[src/rtl/ks0108_pkg.sv]
// KS0108 bus controller shared types.
// States, R/W pin levels and counter sizing.
package ks0108_pkg;

  typedef enum logic [2:0] {
    IDLE,
    POLL_SETUP,
    POLL_EHIGH,
    POLL_ELOW,
    SETUP,
    EHIGH,
    ELOW,
    DONE
  } state_t;

  localparam logic RW_READ  = 1'b1;
  localparam logic RW_WRITE = 1'b0;

  function automatic int phase_w(int a, int b, int c);
    int m;
    m = a;
    if (b > m) m = b;
    if (c > m) m = c;
    return $clog2(m + 1);
  endfunction

endpackage

[src/rtl/ks0108_phase_timer.sv]
// Loadable down-counter shared by all timed phases.
// Loads N-1 on phase entry; zero marks the phase's last cycle.
module ks0108_phase_timer #(
  parameter int W = 4
) (
  input  logic         clk,
  input  logic         reset,
  input  logic         load,
  input  logic [W-1:0] load_val,
  output logic         zero
);

  logic [W-1:0] cnt;

  // Load on phase entry, then count down and park at zero
  always_ff @(posedge clk or negedge reset) begin
    if (!reset) begin
      cnt <= '0;
    end else if (load) begin
      cnt <= load_val;
    end else if (cnt != '0) begin
      cnt <= cnt - 1'b1;
    end
  end

  assign zero = (cnt == '0);

endmodule

[src/rtl/ks0108_bus_controller.sv]
// KS0108 LCD bus timing engine.
// One req/done transaction per access, optional busy polling.
module ks0108_bus_controller
  import ks0108_pkg::*;
#(
  parameter int CS_COUNT      = 2,
  parameter int DATA_WIDTH    = 8,
  parameter int SETUP_CYCLES  = 2,
  parameter int E_HIGH_CYCLES = 13,
  parameter int E_LOW_CYCLES  = 13,
  parameter int CS_ACTIVE_LOW = 1,
  parameter int AUTO_BUSY     = 1,
  parameter int POLL_LIMIT    = 255
) (
  input  logic                  clk,
  input  logic                  reset,
  input  logic                  req,
  input  logic                  wr,
  input  logic                  dc,
  input  logic [CS_COUNT-1:0]   cs_sel,
  input  logic [DATA_WIDTH-1:0] wdata,
  output logic [DATA_WIDTH-1:0] rdata,
  output logic                  busy,
  output logic                  done,
  output logic                  timeout,
  output logic                  ks_dc,
  output logic                  ks_rw,
  output logic                  ks_e,
  output logic [CS_COUNT-1:0]   ks_cs,
  output logic [DATA_WIDTH-1:0] ks_data_out,
  input  logic [DATA_WIDTH-1:0] ks_data_in,
  output logic                  ks_data_oe
);

  localparam int PW = phase_w(SETUP_CYCLES, E_HIGH_CYCLES,
                              E_LOW_CYCLES);
  localparam int CW = $clog2(POLL_LIMIT + 1);
  localparam logic [CS_COUNT-1:0] CS_OFF =
    (CS_ACTIVE_LOW != 0) ? '1 : '0;

  state_t state, state_d;

  logic                  wr_q, dc_q;
  logic [CS_COUNT-1:0]   cs_q;
  logic [DATA_WIDTH-1:0] wd_q;
  logic [CW-1:0]         poll_cnt;
  logic                  stat_busy;
  logic                  poll_last;

  logic accept, cap_stat, cap_rd, poll_inc, set_to;
  logic tmr_ld, tmr_zero;
  logic [PW-1:0] tmr_lv;

  logic                  wr_n, dc_n;
  logic [CS_COUNT-1:0]   cs_n, cs_pin, cs_d;
  logic [DATA_WIDTH-1:0] wd_n, do_d;
  logic                  e_d, dc_d, rw_d, oe_d;

  assign poll_last = (poll_cnt == CW'(POLL_LIMIT - 1));

  ks0108_phase_timer #(.W(PW)) u_timer (
    .clk      (clk),
    .reset    (reset),
    .load     (tmr_ld),
    .load_val (tmr_lv),
    .zero     (tmr_zero)
  );

  // State register
  always_ff @(posedge clk or negedge reset) begin
    if (!reset) state <= IDLE;
    else        state <= state_d;
  end

  // Next state, datapath strobes and phase timer reload
  always_comb begin
    state_d  = state;
    accept   = 1'b0;
    cap_stat = 1'b0;
    cap_rd   = 1'b0;
    poll_inc = 1'b0;
    set_to   = 1'b0;
    unique case (state)
      IDLE: if (req) begin
        accept  = 1'b1;
        state_d = (AUTO_BUSY != 0) ? POLL_SETUP : SETUP;
      end
      POLL_SETUP: if (tmr_zero) state_d = POLL_EHIGH;
      POLL_EHIGH: if (tmr_zero) begin
        cap_stat = 1'b1;
        state_d  = POLL_ELOW;
      end
      POLL_ELOW: if (tmr_zero) begin
        if (!stat_busy) begin
          state_d = SETUP;
        end else if (poll_last) begin
          set_to  = 1'b1;
          state_d = DONE;
        end else begin
          poll_inc = 1'b1;
          state_d  = POLL_SETUP;
        end
      end
      SETUP: if (tmr_zero) state_d = EHIGH;
      EHIGH: if (tmr_zero) begin
        cap_rd  = !wr_q;
        state_d = ELOW;
      end
      ELOW: if (tmr_zero) state_d = DONE;
      DONE: state_d = IDLE;
      default: state_d = IDLE;
    endcase
    tmr_ld = (state_d != state);
    tmr_lv = '0;
    unique case (1'b1)
      (state_d == POLL_SETUP) || (state_d == SETUP):
        tmr_lv = PW'(SETUP_CYCLES - 1);
      (state_d == POLL_EHIGH) || (state_d == EHIGH):
        tmr_lv = PW'(E_HIGH_CYCLES - 1);
      (state_d == POLL_ELOW) || (state_d == ELOW):
        tmr_lv = PW'(E_LOW_CYCLES - 1);
      default: tmr_lv = '0;
    endcase
  end

  // Pin values for the coming cycle; fresh request fields bypass the latch
  always_comb begin
    wr_n   = accept ? wr : wr_q;
    dc_n   = accept ? dc : dc_q;
    cs_n   = accept ? cs_sel : cs_q;
    wd_n   = accept ? wdata : wd_q;
    cs_pin = (CS_ACTIVE_LOW != 0) ? ~cs_n : cs_n;
    e_d    = 1'b0;
    cs_d   = CS_OFF;
    dc_d   = ks_dc;
    rw_d   = RW_READ;
    oe_d   = 1'b0;
    do_d   = ks_data_out;
    case (state_d)
      POLL_SETUP, POLL_EHIGH, POLL_ELOW: begin
        cs_d = cs_pin;
        dc_d = 1'b0;
        e_d  = (state_d == POLL_EHIGH);
      end
      SETUP, EHIGH, ELOW: begin
        cs_d = cs_pin;
        dc_d = dc_n;
        rw_d = wr_n ? RW_WRITE : RW_READ;
        oe_d = wr_n;
        do_d = wd_n;
        e_d  = (state_d == EHIGH);
      end
      default: ;
    endcase
  end

  // Request latch, poll bookkeeping and read capture
  always_ff @(posedge clk or negedge reset) begin
    if (!reset) begin
      wr_q      <= 1'b0;
      dc_q      <= 1'b0;
      cs_q      <= '0;
      wd_q      <= '0;
      poll_cnt  <= '0;
      stat_busy <= 1'b0;
      timeout   <= 1'b0;
      rdata     <= '0;
    end else begin
      if (accept) begin
        wr_q <= wr;
        dc_q <= dc;
        cs_q <= cs_sel;
        wd_q <= wdata;
      end
      if (accept)        poll_cnt <= '0;
      else if (poll_inc) poll_cnt <= poll_cnt + 1'b1;
      if (cap_stat) stat_busy <= ks_data_in[DATA_WIDTH-1];
      if (cap_rd)   rdata <= ks_data_in;
      if (accept)      timeout <= 1'b0;
      else if (set_to) timeout <= 1'b1;
    end
  end

  // Registered pins and handshake outputs
  always_ff @(posedge clk or negedge reset) begin
    if (!reset) begin
      busy        <= 1'b0;
      done        <= 1'b0;
      ks_e        <= 1'b0;
      ks_cs       <= CS_OFF;
      ks_dc       <= 1'b0;
      ks_rw       <= RW_READ;
      ks_data_oe  <= 1'b0;
      ks_data_out <= '0;
    end else begin
      busy        <= (state_d != IDLE) && (state_d != DONE);
      done        <= (state_d == DONE);
      ks_e        <= e_d;
      ks_cs       <= cs_d;
      ks_dc       <= dc_d;
      ks_rw       <= rw_d;
      ks_data_oe  <= oe_d;
      ks_data_out <= do_d;
    end
  end

endmodule

[config.mk]
export PLATFORM = sky130hd
export DESIGN_NAME = ks0108_bus_controller
export DESIGN_NICKNAME = d
export VERILOG_FILES = /design/src/rtl/ks0108_pkg.sv /design/src/rtl/ks0108_phase_timer.sv /design/src/rtl/ks0108_bus_controller.sv
export SDC_FILE = /design/constraint.sdc
export NUM_CORES = 1
export LEC_CHECK = 0
export BUFFER_PORTS_ARGS = -buffer_cell sky130_fd_sc_hd__buf_2
export CORE_UTILIZATION = 54
export CTS_CLUSTER_SIZE = 20
export DETAILED_ROUTE_END_ITERATION = 6
export PLACE_DENSITY_LB_ADDON = 0.2
export REMOVE_ABC_BUFFERS = 1
export SLEW_MARGIN = 10
export SYNTH_ARGS = -nofsm -noshare
export SYNTH_HDL_FRONTEND = slang
export SYNTH_SLANG_ARGS = --single-unit
[constraint.sdc]
create_clock -name clk -period 2.82 [get_ports clk]
set_input_delay 0 -clock clk [delete_from_list [all_inputs] [get_ports clk]]
set_output_delay 0 -clock clk [all_outputs]
set_load 0.05 [all_outputs]
-- After elaboration in Yosys (flattened, before gate mapping)
Index checks and enable logic that the tools add are counted.
- register bits: 53
- latch bits: 0
- memory bits (writable): 0
- ROM bits: 0
- bits of input ports: 23
- output and inout bits: 25
- word-level logic and storage cells: 96
- memories: 0
- add/sub/neg operators: 2
- $mul: 0
- divide/modulo/power cells: 0
- $lt $le $gt $ge: 0
- eq/ne operators: 17
- shifts and indexed selects: 0
- muxes and demuxes: 41
- bitwise operators: 1
- reductions and logical operators: 17
- operators with widths (kind ; number):
    $mux 3 ; 9
    $eq 3x3->1 const B ; 8
    $mux 8 ; 3
    $pmux 3 s8 ; 1
    $mux 1 ; 21
    $eq 3x2->1 const B ; 4
    $add 8x1->8 const B ; 1
    $eq 8x8->1 const B ; 1
    $mux 4 ; 2
    $pmux 4 s2 ; 1
    $reduce_bool 2->1 ; 4
    $eq 3x1->1 const B ; 2
    $reduce_or 3->1 ; 2
    $reduce_or 6->1 ; 1
    $logic_not 4->1 ; 1
    $mux 2 ; 2
    $pmux 1 s2 ; 2
    $reduce_bool 4->1 ; 1
    $sub 4x1->4 const B ; 1
    $logic_not 3->1 ; 1
    $logic_or 1x1->1 ; 3
    $ne 3x3->1 ; 1
    $ne 3x3->1 const B ; 1
    $reduce_bool 3->1 ; 1
    4 further kinds ; 4

-- Logic depth before layout (Yosys ltp)
Gate-level depths: netlist of the first run.
- word-level depth: 10
- gate-level depth with buffers: 9
- depth with buffers taken out: 8

-- By module
A second synthesis of the first run with hierarchy kept.
- cells, all modules: 216
- area, all modules: 2439.8 um^2
- modules (own cells, without submodules) (module ; times used ; cells each ; area an instance (um^2)):
    ks0108_bus_controller ; 1 ; 194 ; 2205.9
    ks0108_phase_timer ; 1 ; 22 ; 234.0

-- Worst setup path after synthesis of the first run
OpenSTA, ideal clock, no wires.
- path type: reg-to-reg
- start point: register u_timer.cnt[0]
- end point: register ks_data_out[0]
- arrival time: 2.080 ns
- required time: 2.695 ns
- path slack: 0.615 ns
- stages on the path, launching flop included: 8
- clock period less this slack: 2.205 ns
- cell sequence: dfrtp_1 inv_1 ha_1 or3b_4 nor3_1 a22oi_1 o22ai_4 mux2_2
- cells in the longest elaborated chain, start to end: 5
- elaborated cells between the ends (all ways): 12
- ends and longest elaborated chain (what ; line ; source):
    start: declaration ; ks0108_phase_timer.sv:13 ; logic [W-1:0] cnt;
    start signal: assignment ; ks0108_phase_timer.sv:20 ; cnt <= load_val;
    start signal: assignment ; ks0108_phase_timer.sv:22 ; cnt <= cnt - 1'b1;
    $logic_not 4->1 (*) ; ks0108_phase_timer.sv:26 ; assign zero = (cnt == '0);
    $mux 3, or another cell as far along ; ks0108_bus_controller.sv:109 ; ELOW: if (tmr_zero) state_d = DONE;
    $pmux 3 s8 (*) ; ks0108_bus_controller.sv:83 ; unique case (state)
    $eq 3x3->1 ; ks0108_bus_controller.sv:139 ; case (state_d)
    $reduce_or 3->1 (*) ; n/a ;
    end signal: assignment ; ks0108_bus_controller.sv:203 ; ks_data_out <= do_d;
    end: declaration ; ks0108_bus_controller.sv:30 ; output logic [DATA_WIDTH-1:0] ks_data_out,
Every way passes the cells marked *; elsewhere a longest branch is shown, timed or not.
A chain may end at the register's enable or synchronous reset.

-- Worst setup path in the final report of the first run
- start point: register u_timer.cnt[0]
- end point: register ks_data_out[4]
Same word-level chain as after synthesis.

==> results.toml, run 1 <==
[status]
status = "finished clean"

[timing]
report.final.slew_viol_count = 0
period_needed_ns = 2.44
clock.fmax_ghz = 0.410
final-setup-viol-count = 0
hold-worst-slack_ns = 0.231
relSlewSlack_pct = 54.0
hold_viol_final = 0
skew_ns = 0.00508
rsz0062_at_grt = "no"
finalCritPeriodShare_pct = 86.5
worstMarginPinSlew_ns = 0.689

[worst_setup_path]
crit_chain = "inv_1 -> ha_1 -> or3b_4 -> nor3_1 -> a22oi_1 -> o22ai_4 -> mux2_2"
worst_setup_path_start_kind = "flip-flop"
max_stage_delay_ns = 0.43
worstPathArrival_ns = 2.64
cp_data_required_time_ns = 3.02
critical_path_class = "reg2reg"
worst-path-stages = 7
crit_fanout = 10
crit_family = "compound AO/OA/AOI/OAI gates"
end_kind = "flip-flop"
rr_worst_depth = 7
path_buf_inv = 1
cp_slowest_cell = "or3b_4"

[clocking]
cts_buffer_depth = 2
cts_sinks = 53
root_buffer = "clkbuf_8"
clk_pin_slew_ns = 0.09
cts_tree = "yes"
cts_buffers = 5
cts_setup_buffers = 0
htree_num_levels = 2
clk_latency_ns = 0.30

[pwr]
leakagePower_nw = 1.39
peakVddDrop_uv = 672
power.density_nw_per_um2 = 1230

[die]
die_x_um = 68.2
ios = 48
dieArea_sq_um = 4660
die_h_um = 68.2
rows = 23
fp.coreArea_sq_um = 4120
initial_core_util_pct = 57.6

[global_route]
grt_pass1_vias = 1582
grt-ovfl-total = 0
grt_antenna_before_repair = 0
grt_max_degree = 28
grt_pass1_wl_um = 7330
grt_use_total_pct = 21.9

[route]
avgViaCountPerCell = 5.29
dr.first_iter.drc_count = 127
totalWireLength_um = 4470
drc = 0
vias = 1667
final_antenna_net_count = 0
wire_per_inst_um = 14.2
drtPass1Iterations = 4

[final_layout]
post-route-util_pct = 72.6
drive_above_1_share_pct = 37.7
multi_input_area_sq_um = 972
area_growth_pct = 26.0
nFillCells = 273
ff_latch_area_sq_um = 1330
n_antenna_cell = 0
nets = 290

[placement]
dp_hpwl_um = 2960
io_buffers = 47
globalplace.congestion = 0.831

[yosys]
async_flop_share_pct = 100
yosys_warnings = 0
synth_top_area_share_pct = 52.8
avgSynthCellArea_sq_um = 12.3
syn-instance-count = 193
ys_seq_area_share_pct = 56.1
synth_top_cell_by_area = "dfrtp_1"
synth-edff-count = 0
synth_area_leaders = "dfrtp_1 53%, mux2_2 14%, dfstp_2 3.3%"
synthTopCellsByCount = "50 x dfrtp_1, 29 x mux2_2, 19 x nor2_1"
syn_area_sq_um = 2370
synthFlopType = "dfrtp_1"
synth.most_common_cell = "dfrtp_1"
ys_types = 42
synth-seq-cells = 53

[hold_path]
hold_path.class = "in2async"

[job]
maxCapViolations = 0
[area by class of cell]
class	count	area share, %
Multi-Input combinational cell	124	32.6
Inverter	9	1.13
Clock inverter	2	1.26
Tap cell	50	2.09
Timing Repair Buffer	71	15.7
Sequential cell	53	44.5
Clock buffer	6	2.76
[through the flow]
step	area (sq um)	worst slack, ns	std cells	power, W	TNS [ns]
2_1_floorplan	2330	-0.746	186	0.00270	-18.87
3_3_place_gp	2660	0.473	286	0.00308	0
3_5_place_dp	2660	0.413	286	0.00311	0
4_1_cts	2990	0.386	315	0.00367	0
5_1_grt	2990	0.200	315	0.00389	0
6_report	2990	0.380	315	0.00366	0
[flip-flops by register name, indices dropped and copies added, names as in the netlist, 2 cells and up]
| name | flops |
|---|---|
| state | 3 |
| ks_data_out | 8 |
| u_timer.cnt | 4 |
| cs_q | 2 |
| ks_cs | 2 |
| wd_q | 8 |
| rdata | 8 |
| poll_cnt | 8 |
[worst reg2reg max path, cell delays in order (launching register included)]
cell	delay, ns
dfrtp_1	0.42
inv_1	0.07
ha_1	0.22
or3b_4	0.44
nor3_1	0.14
a22oi_1	0.23
o22ai_4	0.43
mux2_2	0.39
[repair_timing]
action	4_1_cts	5_1_grt
resized for setup	0	0
hold endpoints to repair	50	0
hold buffers	21	0
[layer usage]
| metal | GRT usage, % | vias up | wire length (um) |
|---|---|---|---|
| met5 | 0 | - | 0 |
| met4 | 7.55 | 0 | 45 |
| met3 | 5.67 | 4 | 165 |
| met2 | 33.7 | 41 | 2170 |
| met1 | 29.8 | 802 | 2090 |
| li1 | - | 820 | - |
[kinds of logic (layout without fill, tap and decap cells)]
group	after synthesis	in the layout	synth area share (%)
adders and majority gates	3	3	1.58
buffers and inverters	16	88	3.12
AOI/OAI and AO/OA	21	21	7.50
xor gates and xnor gates	7	7	2.59
DFF	53	53	56.1
and+or+nand+nor	62	62	14.5
muxes	31	31	14.6
[report_power, final]
part	switching, W	internal, W
sequential	0.000212	0.00110
combinational	0.00117	0.000643
clock	0.000249	0.000289
total	0.00163	0.00204
[cell usage in the layout, fill, tap and decap left out, types with 2 or more instances in the layout]
| cell | n |
|---|---|
| a21oi_1 | 5 |
| and3_1 | 3 |
| buf_2 | 47 |
| buf_4 | 3 |
| clkbuf_8 | 6 |
| dfrtp_1 | 50 |
| dfstp_2 | 3 |
| dlygate4sd3_1 | 21 |
| ha_1 | 3 |
| inv_1 | 9 |
| mux2_2 | 29 |
| mux2i_1 | 2 |
| nand2_1 | 12 |
| nand2b_1 | 4 |
| nand3_1 | 4 |
| nand4_1 | 4 |
| nor2_1 | 19 |
| nor3_1 | 2 |
| nor3b_1 | 2 |
| o21ai_0 | 2 |
| o21ai_2 | 2 |
| o22ai_1 | 2 |
| or3_1 | 4 |
| xnor2_1 | 2 |
| xor2_1 | 5 |
[final timing paths]
kind,slack [ns],startpoint,to
setup / recovery,0.38,u_timer.cnt[0],ks_data_out[4]
hold / removal,0.23,reset,timeout
setup reg to reg,0.38,u_timer.cnt[0],ks_data_out[4]
hold reg to reg,0.51,timeout,timeout
max in group asynchronous,1.78,reset,ks_rw
min in group clk,0.33,req,timeout
Note: power is estimated with default switching activity, not from simulation.
==> inputs of run 2 (changes only) <==
SYNTH_HIERARCHICAL = 1   (was default)
clock period = 2.7 ns   (was 2.82 ns; I/O delays follow)
==> run 2 against run 1 <==
Clock power grew 3%. Highest routed layer unchanged. Core utilization shrank 1.1 points. First-iteration DRC count shrank 35%. Critical endpoint is now u_timer/cnt[3]. Total power grew 1.6%. Sequential power is essentially flat. Critical path type unchanged. Wire length rose by 10%. Setup slack worse by 0.24 ns.
==> results.toml, run 2 <==
[timing]
setup_tns_ns = 0
period_needed_ns = 2.56
clock.fmax_ghz = 0.390
hold_viol_final = 0
worstMarginPinSlew_ns = 0.762
hold-worst-slack_ns = 0.215
skew_ns = 0.00969
relSlewSlack_pct = 49.0
final-setup-viol-count = 0
finalCritPeriodShare_pct = 95.0
report.final.slew_viol_count = 0
rsz0062_at_grt = "no"

[clocking]
htree_num_levels = 2
clk_pin_slew_ns = 0.09
cts_setup_buffers = 0
root_buffer = "clkbuf_8"
cts_buffers = 5
cts_sinks = 53
cts_buffer_depth = 2
cts_tree = "yes"
clk_latency_ns = 0.30

[die]
rows = 24
die_x_um = 69.2
ios = 48
fp.coreArea_sq_um = 4350
die_h_um = 69.2
dieArea_sq_um = 4790
initial_core_util_pct = 56.0

[placement]
globalplace.congestion = 0.793
dp_hpwl_um = 3300
io_buffers = 47
dpl_cell_area_sq_um = 2780

[global_route]
grt_max_degree = 30
grt_use_total_pct = 22.1
grt_pass1_wl_um = 8390
grt_pass1_vias = 1853
grt_antenna_before_repair = 0
grt-ovfl-total = 0

[final_layout]
drive_above_1_share_pct = 34.4
nFillCells = 303
nets = 319
layout_commonest_cell = "dfrtp_1"
ff_latch_area_sq_um = 1330
mostFrequentLayoutCells = "50 x dfrtp_1, 47 x buf_2, 45 x nand2_1"
n_antenna_cell = 0
area_growth_pct = 27.6
multi_input_area_sq_um = 1020
final_cell_area_sq_um = 3110

[yosys]
synthFlopType = "dfrtp_1"
synth-seq-cells = 53
synthTopCellsByCount = "50 x dfrtp_1, 45 x nand2_1, 11 x mux2_2"
synth_area_leaders = "dfrtp_1 51%, nand2_1 6.9%, mux2_2 5.1%"
synth.most_common_cell = "dfrtp_1"
synth_top_cell_by_area = "dfrtp_1"
synth_top_area_share_pct = 51.3
ys_seq_area_share_pct = 54.5
syn-instance-count = 216
avgSynthCellArea_sq_um = 11.3
ys_types = 49
yosys_warnings = 6
syn_area_sq_um = 2440
async_flop_share_pct = 100
synth-edff-count = 0

[worst_setup_path]
cp_data_required_time_ns = 2.89
worstPathArrival_ns = 2.75
max_stage_delay_ns = 0.39
end_kind = "flip-flop"
crit_fanout = 11
critical_path_class = "reg2reg"
crit_family = "compound AO/OA/AOI/OAI gates"
worst_setup_path_start_kind = "flip-flop"
startpoint = "u_timer/cnt[0]"
cpMostUsedCell = "buf_4"
crit_chain = "inv_1 -> ha_1 -> nor3b_4 -> buf_4 -> and4b_1 -> nand2_1 -> o21a_1 -> a21oi_1 -> o221ai_2 -> buf_4 -> a221o_1"
path_buf_inv = 3
cp_slowest_cell = "dfrtp_1"
r2r-start = "u_timer/cnt[0]"

[status]
status = "finished clean"

[pwr]
power.density_nw_per_um2 = 1200
peakVddDrop_uv = 660
total_power_w = 0.00372
leakagePower_nw = 1.55

[route]
drc = 0
final_antenna_net_count = 0
totalWireLength_um = 4920
avgViaCountPerCell = 5.16
drtPass1Iterations = 4
dr.first_iter.drc_count = 82
vias = 1784
wire_per_inst_um = 14.2

[hold_path]
hold_path.class = "in2reg"
hold_start = "req"

[job]
maxCapViolations = 0
## run 2: layout make-up
class                           count  share of cell area (%)
Clock inverter                      2                    1.21
Timing Repair Buffer               79                    17.4
Tap cell                           52                    2.09
Clock buffer                        6                    2.65
Inverter                           10                    1.21
Sequential cell                    53                    42.7
Multi-Input combinational cell    144                    32.8
## run 2: kinds of logic after synthesis
group                    share of synthesized area [%]
other                                            0.154
AO/OA/AOI/OAI                                     8.82
buffers and inverters                             4.00
AND/OR/NAND/NOR                                   17.8
adder cells (fa/ha/maj)                           1.54
multiplexers                                      10.6
XOR/XNOR                                          2.51
flip-flops                                        54.5
## run 2: worst paths after layout
check                                       to  depth (start not counted)  slack, ns
worst max-delay path            u_timer/cnt[3]                         11       0.14
max in group asynchronous                ks_rw                          3       1.68
worst min-delay path                   timeout                          4       0.21
worst min register to register         wd_q[2]                          2       0.48
worst max register to register  u_timer/cnt[3]                         11       0.14
min in group asynchronous       u_timer/cnt[2]                          2       0.22
## run 2: report_power, final
group | total [W] | switching, W | internal (W)
registers | 0.00130 | 0.000213 | 0.00108
clock network | 0.000551 | 0.000250 | 0.000301
logic | 0.00188 | 0.00112 | 0.000755
## run 2: metrics by stage
stage,cells,utilization [%],setup WS [ns]
3_3_place_gp,317,63.7,0.176
5_1_grt,346,71.5,0.000201
2_1_floorplan,207,-,0.0780
3_5_place_dp,317,63.7,0.108
4_1_cts,346,71.3,0.0964
6_report,346,71.5,0.136
## run 2: worst min-delay path, delay by kind of cell
kind	cells	cell delay [ns]
buf+inv	2	0.30
compound gates	1	0.12
simple gates	1	0.06
## run 2: routing by layer
metal	routed length (um)	up-vias	GRT usage, %	part of all wire, %
met1	2310	857	29.0	47
met4	53	0	6.12	1.1
li1	-	888	-	-
met2	2420	32	37.2	49
met3	137	7	4.80	2.8
met5	0	-	0	0
## run 2: timing repair
action | in CTS | in global routing
setup endpoints to repair | 0 | 3
gates resized for setup | 0 | 3
endpoints found under the hold margin | 46 | 0
hold buffers | 21 | 0
